==> config.mk <==
export PLATFORM = sky130hd
export DESIGN_NAME = mult_div_unit
export DESIGN_NICKNAME = d
export VERILOG_FILES = /design/src/rtl/mult_div_unit.sv
export SDC_FILE = /design/constraint.sdc
export NUM_CORES = 1
export LEC_CHECK = 0
export CORE_MARGIN = 3
export CORE_UTILIZATION = 40
export DETAILED_ROUTE_END_ITERATION = 6
export GPL_ROUTABILITY_DRIVEN = 0
export PLACE_DENSITY = 0.67
export SLEW_MARGIN = 20
export SYNTH_ARGS = -nofsm -noshare
export SYNTH_HDL_FRONTEND = slang
export SYNTH_SLANG_ARGS = --single-unit
==> constraint.sdc <==
create_clock -name clk -period 3.6 [get_ports clk]
set_input_delay 0.36 -clock clk [delete_from_list [all_inputs] [get_ports clk]]
set_output_delay 0.36 -clock clk [all_outputs]
set_load 0.005 [all_outputs]
==> src/rtl/mult_div_unit.sv <==
// Iterative MIPS multiply/divide unit: 32-cycle shift-add multiply and
// restoring divide on magnitudes, sign fix-up in FIX, results held in HI/LO.
module mult_div_unit #(
    parameter int WIDTH = 32
) (
    input  logic             clk,
    input  logic             reset,
    input  logic             start,
    input  logic [1:0]       op,
    input  logic [WIDTH-1:0] src_a,
    input  logic [WIDTH-1:0] src_b,
    input  logic             hi_we,
    input  logic             lo_we,
    input  logic [WIDTH-1:0] wdata,
    output logic             busy,
    output logic             done,
    output logic [WIDTH-1:0] hi,
    output logic [WIDTH-1:0] lo,
    output logic             div_by_zero,
    output logic [1:0]       state_dbg
);

    // Handshake: start is accepted only at an edge where busy=0; busy stays
    // high for the whole operation and done pulses for one cycle when HI/LO
    // take the result. A start seen while busy is dropped, never queued.
    typedef enum logic [1:0] {
        IDLE = 2'd0,
        CALC = 2'd1,
        FIX  = 2'd2
    } state_t;

    state_t state_q, state_d;

    logic [5:0]         cnt;
    logic [1:0]         op_q;
    logic               sign_a, sign_b;
    logic [WIDTH-1:0]   raw_a;
    logic [2*WIDTH-1:0] acc;
    logic [2*WIDTH-1:0] mcand;
    logic [WIDTH:0]     sh_b;

    logic               in_signed, in_neg_a, in_neg_b;
    logic [WIDTH:0]     in_mag_a, in_mag_b;
    logic               is_div, is_signed, flip;
    logic [WIDTH:0]     rem_shift;
    logic               q_bit;
    logic [WIDTH-1:0]   rem_diff;
    logic [2*WIDTH-1:0] product;
    logic [WIDTH-1:0]   quo_fix, rem_fix;
    logic               div_zero;
    logic [WIDTH-1:0]   fix_hi, fix_lo;

    // Magnitudes carry one extra bit so |most-negative| is representable.
    assign in_signed = ~op[0];
    assign in_neg_a  = in_signed & src_a[WIDTH-1];
    assign in_neg_b  = in_signed & src_b[WIDTH-1];
    assign in_mag_a  = in_neg_a ? ({(WIDTH+1){1'b0}} - {1'b1, src_a}) : {1'b0, src_a};
    assign in_mag_b  = in_neg_b ? ({(WIDTH+1){1'b0}} - {1'b1, src_b}) : {1'b0, src_b};

    assign is_div    = op_q[1];
    assign is_signed = ~op_q[0];
    assign flip      = is_signed & (sign_a ^ sign_b);

    // Divide keeps remainder in acc[2W-1:W] and dividend/quotient in acc[W-1:0].
    assign rem_shift = {acc[2*WIDTH-1:WIDTH], acc[WIDTH-1]};
    assign q_bit     = (rem_shift >= sh_b);
    assign rem_diff  = rem_shift[WIDTH-1:0] - sh_b[WIDTH-1:0];

    assign product   = flip ? ({(2*WIDTH){1'b0}} - acc) : acc;
    assign quo_fix   = flip ? ({WIDTH{1'b0}} - acc[WIDTH-1:0]) : acc[WIDTH-1:0];
    assign rem_fix   = (is_signed & sign_a) ? ({WIDTH{1'b0}} - acc[2*WIDTH-1:WIDTH])
                                            : acc[2*WIDTH-1:WIDTH];
    assign div_zero  = (sh_b == '0);

    always_comb begin
        fix_hi = product[2*WIDTH-1:WIDTH];
        fix_lo = product[WIDTH-1:0];
        if (is_div) begin
            if (div_zero) begin
                fix_hi = raw_a;
                fix_lo = {WIDTH{1'b1}};
            end else begin
                fix_hi = rem_fix;
                fix_lo = quo_fix;
            end
        end
    end

    always_comb begin
        state_d = state_q;
        case (state_q)
            IDLE:    if (start) state_d = CALC;
            CALC:    if (cnt == 6'(WIDTH-1)) state_d = FIX;
            FIX:     state_d = IDLE;
            default: state_d = IDLE;
        endcase
    end

    always_ff @(posedge clk) begin
        if (reset) state_q <= IDLE;
        else       state_q <= state_d;
    end

    always_ff @(posedge clk) begin
        if (reset) begin
            cnt         <= '0;
            op_q        <= '0;
            sign_a      <= 1'b0;
            sign_b      <= 1'b0;
            raw_a       <= '0;
            acc         <= '0;
            mcand       <= '0;
            sh_b        <= '0;
            hi          <= '0;
            lo          <= '0;
            done        <= 1'b0;
            div_by_zero <= 1'b0;
        end else begin
            done <= 1'b0;
            case (state_q)
                IDLE: begin
                    if (start) begin
                        op_q        <= op;
                        sign_a      <= in_neg_a;
                        sign_b      <= in_neg_b;
                        raw_a       <= src_a;
                        cnt         <= '0;
                        div_by_zero <= 1'b0;
                        sh_b        <= in_mag_b;
                        if (op[1]) begin
                            acc   <= {{WIDTH{1'b0}}, in_mag_a[WIDTH-1:0]};
                            mcand <= '0;
                        end else begin
                            acc   <= '0;
                            mcand <= {{(WIDTH-1){1'b0}}, in_mag_a};
                        end
                    end else begin
                        if (hi_we) hi <= wdata;
                        if (lo_we) lo <= wdata;
                    end
                end
                CALC: begin
                    cnt <= cnt + 6'd1;
                    if (is_div) begin
                        acc <= {(q_bit ? rem_diff : rem_shift[WIDTH-1:0]),
                                acc[WIDTH-2:0], q_bit};
                    end else begin
                        if (sh_b[0]) acc <= acc + mcand;
                        mcand <= mcand << 1;
                        sh_b  <= sh_b >> 1;
                    end
                end
                FIX: begin
                    hi   <= fix_hi;
                    lo   <= fix_lo;
                    done <= 1'b1;
                    if (is_div && div_zero) div_by_zero <= 1'b1;
                end
                default: ;
            endcase
        end
    end

    assign busy      = (state_q != IDLE);
    assign state_dbg = state_q;

endmodule

==> impl_results.md <==
* Vias in the first global route at 20900
* Count of max-cap constraint violations at 0
* Initial Utilization at 40.8%
* Fin nets at 3142
* Min Hold Slack at 0.371 ns
* Setup Skew at 0.0289 ns
* Syn Inst Count at 2826
* CP arrival at 3.89 ns
* Root Buffer: clkbuf_16
* Syn Area/Cell at 7.30 um2
* Tightest Pin Transition at 1.09 ns
* Status: complete, but fails checks
* WL/cell at 21.3 um
* # IOs at 172
* Worst-Skew Late Latency at 0.55 ns
* Min-delay worst type: in2reg
* Ant. Diodes at 0
* DRC Markers at 3
* Clock transition at the registers of the reported paths at 0.06 ns
* First drt pass iteration count at 7
* Grt total ovfl at 0
* Final period utilization at 95.8%
* Core area at 0.0506 mm2
* CTS max path bufs at 3
* Floorplan row count at 82
* Final setup fails at 0
* Total CTS buffers at 34
* Share of layout cells above drive strength 1 at 8.15%
* Routed Antenna Nets at 0
* Crit. End Element: flop
* Syn Nets at 3032
* Cell Area, Synth at 0.0206 mm2
* Async SR Flop Fraction at 0%
* Crit start category: flop
* Sequential share of the synthesized area at 26.3%
* Max_slew headroom at 27.1%
* Maximum VDD drop at 0.260 mV
* Crit path kind: reg2reg
* Clock period minus worst slack at 3.45 ns
* Synth warnings at 0
* H-tree levels at 2
* Final wirelength at 77400 um
* P_leak at 9.22 nW
* Crit path max fanout at 3
* Synth-to-Final Area Change at 18.2%
* First-pass GRT wire length at 119000 um
* Most used DFF post-synth: dfxtp_1
* Dpl hpwl at 58500 um
* Sum Neg Setup Slack at 0 ns
* # fillers at 4949
* Commonest non-fill, non-tap cell in the layout: nor2_1
* Pwr dens at 384 mW/mm2
* Via density at 6.20
* Final core occ at 48.2%
* Fin. max-slew vios at 0
* Footprint of the multi-input gates at 0.0141 mm2
* Buffers on Ports at 171
* Overall Global Routing Usage at 27.5%
* Post-synth cell types at 93
* Post-synth EDFFs at 0
* Critical Path RT at 4.05 ns
* Die Width at 233 um
* Failing checks: design-rule violations
* Largest net degree at the start of global routing at 97
* Die Ht at 233 um
* Yosys reg bits at 271
* Die Area at 0.0543 mm2
* TritonCTS clock tree: done
* Via count at 22500
* F_max at 290 MHz
* First DRT Iteration DRCs at 2661
* RSZ-0062 raised after global routing: false
* Commonest non-fill, non-tap cells in the layout: nor2_1, nand2_1, a21oi_1
* Initial antenna violation count at 0
* Clock sink count at 271
* Register area at 0.00543 mm2
* Final Hold Viols at 0
==> per-stage QoR <==
step                power (W)  area [um2]  worst slack, ns  cells
finish                0.00935       24400            0.153   3629
CTS                   0.00931       24300            0.155   3626
detailed placement    0.00598       23200            0.158   3569
global route          0.00974       24400          0.00780   3629
global placement      0.00594       23200            0.178   3569
floorplan             0.00504       20600            0.501   2826
==> per-layer routing <==
layer  vias to the layer above  wire length [um]  track usage (%)
met3                       206              8090             4.33
met1                     10500             32000             37.1
met4                         0              3250             11.0
met5                         -                 0                0
met2                      1321             34000             43.7
li1                      10500                 -                -
==> timing repair <==
| item | 4_1_cts | 5_1_grt |
|---|---|---|
| setup endpoints to repair | 0 | 9 |
| resized for setup | 0 | 7 |
| buffers inserted | 0 | 3 |
| hold buffers | 0 | 0 |
==> registers in the layout (all words and copies together) (netlist names) <==
| register | cells |
|---|---|
| acc | 64 |
| lo | 32 |
| hi | 32 |
| sign_b | 1 |
| done | 1 |
| state_dbg | 2 |
| sh_b | 33 |
| mcand | 64 |
| op_q | 2 |
| cnt | 6 |
| raw_a | 32 |
| div_by_zero | 1 |
| sign_a | 1 |
==> worst paths after layout <==
| kind | start | endpoint | slack, ns | depth (start not counted) |
|---|---|---|---|---|
| hold reg to reg | raw_a[20] | raw_a[20] | 0.45 | 2 |
| setup / recovery | mcand[0] | acc[58] | 0.15 | 13 |
| setup reg to reg | mcand[0] | acc[58] | 0.15 | 13 |
| hold / removal | reset | mcand[56] | 0.37 | 2 |
==> kinds of logic after synthesis <==
family	count (synthesis)	synth area share, %
compound gates	932	29.7
flops	271	26.3
simple gates	989	21.5
mux	35	1.74
fa+ha+maj	103	6.32
xor+xnor	210	8.92
buf+inv	286	5.56
==> report_power, final <==
part	total (W)	internal [W]	switching, W
clock network	0.00335	0.00193	0.00142
registers	0.00336	0.00319	0.000164
logic	0.00265	0.00104	0.00161
total	0.00935	0.00616	0.00319
==> cell type report <==
cell class	count	share of cell area (%)
timing repair buffer	282	10.7
sequential	271	22.3
tap	672	3.45
clock inverter	8	0.288
inverter	78	1.20
multi-input combinational	2269	58.0
clock buffer	49	4.10
==> worst max-delay path, stage by stage, from the launching register on <==
cell,delay [ns]
dfxtp_1,0.35
ha_1,0.24
fa_1,0.24
a21o_1,0.12
a21oi_1,0.09
o21ba_2,0.22
o21ai_2,0.29
a21boi_2,0.11
o31ai_2,0.42
nor2b_2,0.32
a21oi_1,0.16
o31ai_1,0.32
xnor2_1,0.12
a221o_1,0.32
==> Yosys cell counts, drive strengths merged, types with 5 or more instances <==
cell type	instances	area [um2]
xor2	82	718
nor3	87	472
nor2	385	1450
inv	77	289
or2	9	56.3
a221oi	42	368
nand2	314	1180
o221ai	16	140
mux2	6	67.6
a31oi	24	156
nand2b	14	87.6
nor2b	14	87.6
a21boi	5	41.3
and3	13	81.3
a221o	8	80.1
and2	9	56.3
o22ai	7	43.8
a31o	5	43.8
xnor2	128	1120
a311oi	36	315
o21a	15	113
a211o	5	43.8
nor4	30	221
nand3	43	225
buf	45	241
a2111oi	6	71.3
mux2i	29	290
o41ai	8	77.6
o311ai	5	43.8
ha	101	1260
or3	16	105
o21ai	191	978
or4	9	78.8
a21oi	291	1480
a21o	39	293
clkbuf	163	612
a211oi	63	488
o211ai	52	390
o31ai	27	245
nand4	30	188
dfxtp	271	5430
o21bai	17	128
a22oi	47	358
Power figures use the tool's default switching activity.
